**src/rtl/seq_divider_12.sv**
```systemverilog
// Iterative restoring divider: one subtract-and-shift step per clock, results registered on leaving DONE.
// Optional feature: define SIGNED_DIV_EN for two's-complement operands (adds the SFIX sign-fix state).
module seq_divider_12 #(
  parameter int WIDTH = 12
) (
  input  logic             clock,
  input  logic             reset,
  input  logic             start,
  input  logic [WIDTH-1:0] dividend,
  input  logic [WIDTH-1:0] divisor,
  output logic [WIDTH-1:0] quotient,
  output logic [WIDTH-1:0] remainder,
  output logic             busy,
  output logic             ready,
  output logic             dbz
);

  localparam logic [1:0] S_IDLE = 2'd0;
  localparam logic [1:0] S_RUN  = 2'd1;
  localparam logic [1:0] S_DONE = 2'd2;
`ifdef SIGNED_DIV_EN
  localparam logic [1:0] S_SFIX = 2'd3;
`endif

  localparam int CW = $clog2(WIDTH);
  localparam logic [CW-1:0] LAST = CW'(WIDTH - 1);

  logic [1:0]       state;
  logic [WIDTH-1:0] d_reg;
  logic [WIDTH-1:0] q_reg;
  // R is only ever loaded with a non-negative T, so its top bit is always zero and not stored.
  logic [WIDTH-1:0] r_reg;
  logic [CW-1:0]    count;
  logic             zero_div;
  logic [WIDTH:0]   s_val;
  logic [WIDTH:0]   t_val;
  logic [WIDTH-1:0] op_dividend;
  logic [WIDTH-1:0] op_divisor;

`ifdef SIGNED_DIV_EN
  logic neg_q;
  logic neg_r;
  assign op_dividend = dividend[WIDTH-1] ? (~dividend + 1'b1) : dividend;
  assign op_divisor  = divisor[WIDTH-1]  ? (~divisor + 1'b1)  : divisor;
`else
  assign op_dividend = dividend;
  assign op_divisor  = divisor;
`endif

  assign s_val = {r_reg, q_reg[WIDTH-1]};
  assign t_val = s_val - {1'b0, d_reg};
  assign busy  = (state != S_IDLE);

  always_ff @(posedge clock or posedge reset) begin
    if (reset) begin
      state     <= S_IDLE;
      d_reg     <= '0;
      q_reg     <= '0;
      r_reg     <= '0;
      count     <= '0;
      zero_div  <= 1'b0;
      quotient  <= '0;
      remainder <= '0;
      ready     <= 1'b0;
      dbz       <= 1'b0;
`ifdef SIGNED_DIV_EN
      neg_q     <= 1'b0;
      neg_r     <= 1'b0;
`endif
    end else begin
      ready <= 1'b0;
      case (state)
        S_IDLE: begin
          if (start) begin
            count <= '0;
            r_reg <= '0;
            d_reg <= op_divisor;
`ifdef SIGNED_DIV_EN
            neg_q <= dividend[WIDTH-1] ^ divisor[WIDTH-1];
            neg_r <= dividend[WIDTH-1];
`endif
            if (divisor == '0) begin
              // Keep the raw dividend: it becomes the remainder of a divide-by-zero.
              zero_div <= 1'b1;
              q_reg    <= dividend;
              state    <= S_DONE;
            end else begin
              zero_div <= 1'b0;
              q_reg    <= op_dividend;
              state    <= S_RUN;
            end
          end
        end
        S_RUN: begin
          if (!t_val[WIDTH]) begin
            r_reg <= t_val[WIDTH-1:0];
            q_reg <= {q_reg[WIDTH-2:0], 1'b1};
          end else begin
            r_reg <= s_val[WIDTH-1:0];
            q_reg <= {q_reg[WIDTH-2:0], 1'b0};
          end
          count <= count + 1'b1;
          if (count == LAST) begin
`ifdef SIGNED_DIV_EN
            state <= S_SFIX;
`else
            state <= S_DONE;
`endif
          end
        end
`ifdef SIGNED_DIV_EN
        S_SFIX: begin
          // Truncating division: quotient sign from the operand signs, remainder follows the dividend.
          if (neg_q) q_reg <= ~q_reg + 1'b1;
          if (neg_r) r_reg <= ~r_reg + 1'b1;
          state <= S_DONE;
        end
`endif
        S_DONE: begin
          ready <= 1'b1;
          state <= S_IDLE;
          if (zero_div) begin
            quotient  <= '1;
            remainder <= q_reg;
            dbz       <= 1'b1;
          end else begin
            quotient  <= q_reg;
            remainder <= r_reg;
            dbz       <= 1'b0;
          end
        end
        default: state <= S_IDLE;
      endcase
    end
  end

endmodule

```
**config.mk**
```make
export PLATFORM = sky130hd
export DESIGN_NAME = seq_divider_12
export DESIGN_NICKNAME = d
export VERILOG_FILES = /design/src/rtl/seq_divider_12.sv
export SDC_FILE = /design/constraint.sdc
export NUM_CORES = 1
export LEC_CHECK = 0
export ABC_AREA = 1
export ABC_CLOCK_PERIOD_IN_PS = 5100
export CAP_MARGIN = 25
export CORE_MARGIN = 2
export CORE_UTILIZATION = 45
export DETAILED_ROUTE_END_ITERATION = 6
export MAX_ROUTING_LAYER = met4
export PLACE_DENSITY = 0.68
export SYNTH_ARGS = -nofsm -noshare
export SYNTH_HDL_FRONTEND = slang
export SYNTH_SLANG_ARGS = --single-unit
```
**constraint.sdc**
```tcl
create_clock -name clock -period 5.1 [get_ports clock]
set_input_delay 1.02 -clock clock [delete_from_list [all_inputs] [get_ports clock]]
set_output_delay 1.02 -clock clock [all_outputs]
set_load 0.01 [all_outputs]
```
==> results by group <==
Status
  – Run status: finished, final reports clean

Worst setup path
  – Reg2reg start: q_reg[11]$_DFFE_PP0P_
  – CP Buf/Inv Count: 2
  – Slowest Stage Delay on Critical Path: between 0.7 and 0.8 ns
  – CP startpoint: start
  – Reg2reg path depth: 12
  – Crit path required time: roughly 5.3 ns
  – Critical path launch point type: input pin
  – Critical path's top delay family: simple AND/OR/NAND/NOR gates
  – Reg-to-reg endpoint: r_reg[2]$_DFFE_PP0P_
  – Critical Path Sink Type: flip-flop
  – Worst Path Max Fanout: 28
  – Critical path depth: 6
  – R2R setup slack: 2.48 ns
  – Worst Setup EP: count[3]$_DFFE_PP0P_
  – Setup CP Type: in2reg
  – Crit path DAT: between 3 and 4 ns
  – Worst-path cell chain: clkdlybuf4s50_1 > nand2_1 > nor2_2 > nor2_4 > inv_1 > o22ai_1
  – Critical path's slowest cell: nor2_2

Floorplan
  – Top Ports: 54
  – Die height: about 96 microns
  – Initial Util: between 40% and 50%
  – Die width: just under 100 microns
  – Num rows: 33
  – Core Area: approximately 0.0083 sq mm
  – Area of the die: 0.00929 sq mm

GRT
  – Initial antenna violation count: 0
  – Global route overflow: 0
  – Largest net degree at the start of global routing: 40
  – Total track usage: roughly 23%
  – Vias in the first global route: about 3100
  – First-pass GRT wire length: between 15000 and 20000 microns

Cells and area
  – Antenna diodes: 0
  – Nets: 574
  – Most common cell after layout, fill and taps aside: nand2_1
  – Most frequent cells in the layout: nand2_1, dfrtp_1, inv_1, o21ai_0, clkdlybuf4s50_1
  – Share of cells above drive strength 1: 10.2%
  – Area Growth Syn to Fin: 21.5%
  – Register Area: about 0.0017 sq mm
  – Fillers: approximately 800
  – Area of the multi-input gates: about 0.0018 sq mm

Logic synthesis
  – Largest family of logic cells by synthesized area: simple AND/OR/NAND/NOR gates
  – Cell area after synthesis: about 0.0038 sq mm
  – Mean Syn Cell Area: 7.95 sq um
  – Post-Synth XOR/XNOR Area: 1.60%
  – Post-synthesis sequential area ratio: between 40% and 50%
  – Post-Synth Simple-Gate Area: a little over a quarter
  – Post-synthesis mux area share: 0%
  – Synth Area in Adders: under 10%
  – Async SR Flop Fraction: 100%
  – #FFs+latches synth: approximately 70
  – Ys Warns: 0
  – Dominant synthesized flop cell: dfrtp_1
  – Compound-Gate Fraction of Synth Area: about an eighth
  – Post-synth EDFFs: 0
  – Synth cell types: 31
  – Post-synth net total: approximately 520
  – Syn Inst Count: around 480

Pwr
  – Flop pwr share: between 20% and 30%
  – Clock share of power: 14.6%
  – P per Cell Area: 770 mW/mm^2
  – Static leakage: 2.27 nW
  – Comb power frac: about 57%
  – Int Pwr: 1.92 mW
  – Power, Total: approximately 3.6 mW
  – Net load switching power: between 1.5 and 2 mW
  – Maximum VDD drop: 0.399 mV
  – Switching share of power: about 47%

Drt
  – Routed Antenna Nets: 0
  – Final wirelength: slightly above 9000 microns
  – Via/cell ratio: just over 5
  – First DRT Iteration DRCs: between 100 and 150
  – DRC Markers: 0
  – Vias: 3316
  – Drt first pass iters: 4
  – WL/cell: 14.4 microns

Timing
  – Endpoints failing hold: 0
  – Max Slew Vio Count: 0
  – # setup viols final: 0
  – Timing-limited maximum frequency: between 300 and 400 MHz
  – RSZ-0062 raised after global routing: false
  – Final worst slack: 2.30 ns
  – Fin crit period: between 2 and 3 ns
  – Slew Limit Headroom: 39.8%
  – Worst Skew: around 0.012 ns
  – Tcrit/Tclk final: a little over half
  – Slew @ Worst Pin: 0.903 ns
  – Setup tns final: 0 ns

Job
  – Max_cap viols: 0

Clocking
  – Worst-skew pair later-pin latency: approximately 0.35 ns
  – Num CTS Buffers: 9
  – Number of clock sinks: 69
  – Hold Buf Count CTS: 0
  – Clock Tree Buf Depth: 2
  – TritonCTS clock tree: yes
  – H-tree levels: 3
  – Clk slew on worst S/H paths: 0.08 ns
  – Setup bufs post-CTS: 0
  – Clock Tree Root: clkbuf_8
  – Post-CTS resize count: 0

Placed design
  – Hpwl dp: approximately 6700 microns
  – # port buffers: 53
  – Pre-CTS setup slack: about 1.9 ns
  – Final RePlAce weighted congestion: around 0.86

Min path
  – Hold Path Class: reg2reg
  – Min-Delay Path Depth: 2
[logic make-up (layout without fill, tap and decap cells)]
kind of cell	count (synthesis)	count (layout)
compound gates	88	88
xor+xnor	7	7
fa+ha+maj	14	14
buf+inv	81	136
flops	69	69
simple gates	224	224
[synth_stat cells (5+ instances only)]
cell / count / share of area, %
nand3b_1: 11 / 2.1
o21ai_0: 53 / 6.9
clkbuf_1: 6 / 0.59
dfrtp_1: 69 / 45
nand3_1: 21 / 2.7
a22oi_1: 10 / 2.0
nand2_1: 117 / 11
nand2_2: 15 / 2.4
xor2_1: 6 / 1.4
nor2_1: 42 / 4.1
buf_2: 8 / 1.0
ha_1: 13 / 4.2
a21oi_1: 18 / 2.3
inv_1: 60 / 5.9
nand3_2: 5 / 1.3
[area by class of cell]
cell class / instances / share of cell area, %
well taps: 105 / 2.81
multi-input cells: 333 / 38.0
repair buffers: 56 / 12.1
flip-flops and latches: 69 / 37.0
clock buffers: 10 / 2.95
inverters: 64 / 5.15
clock inverters: 6 / 2.01
[metrics by stage]
stage	cell area, sq um	cells	hold WS (ns)	util (%)
finish	4670	643	0.480	56.5
global route	4670	643	0.500	56.5
CTS	4670	643	0.487	56.5
detailed placement	4440	627	0.467	53.7
global placement	4420	626	0.455	53.5
floorplan	3840	483	0.459	-
[power by group through the flow]
| stage | Combinational, mW | Clock [mW] | Sequential, mW |
|---|---|---|---|
| finish | 2.06 | 0.525 | 1.01 |
| global route | 2.36 | 0.552 | 1.04 |
| CTS | 2.07 | 0.531 | 1.01 |
| detailed placement | 2.06 | 0 | 1.02 |
| global placement | 2.02 | 0 | 1.01 |
| floorplan | 1.55 | 0 | 1.00 |
[metal layers]
| metal | share of wire, % | global-route usage (%) | vias up |
|---|---|---|---|
| met5 | 0 | - | - |
| met4 | 1.9 | 7.75 | 0 |
| met3 | 4.3 | 3.10 | 15 |
| met2 | 48 | 34.3 | 79 |
| met1 | 46 | 31.3 | 1574 |
| li1 | - | - | 1648 |
[worst min-delay path by stage]
stage / end / from
final: quotient[0]$_DFFE_PP0P_ / quotient[0]$_DFFE_PP0P_
after global routing: quotient[0]$_DFFE_PP0P_ / quotient[0]$_DFFE_PP0P_
after CTS: quotient[0]$_DFFE_PP0P_ / quotient[0]$_DFFE_PP0P_
after detailed placement: quotient[0]$_DFFE_PP0P_ / quotient[0]$_DFFE_PP0P_
after global placement: quotient[0]$_DFFE_PP0P_ / quotient[0]$_DFFE_PP0P_
after floorplan: d_reg[0]$_DFFE_PP0P_ / d_reg[0]$_DFFE_PP0P_
[tightest hold or removal path: cells and delay by family, from the launching register on]
family           cells  cell delay (ns)
AND/OR/NAND/NOR      2             0.10
flip-flops           1             0.35
No activity file was read; power rests on OpenSTA's default activity.
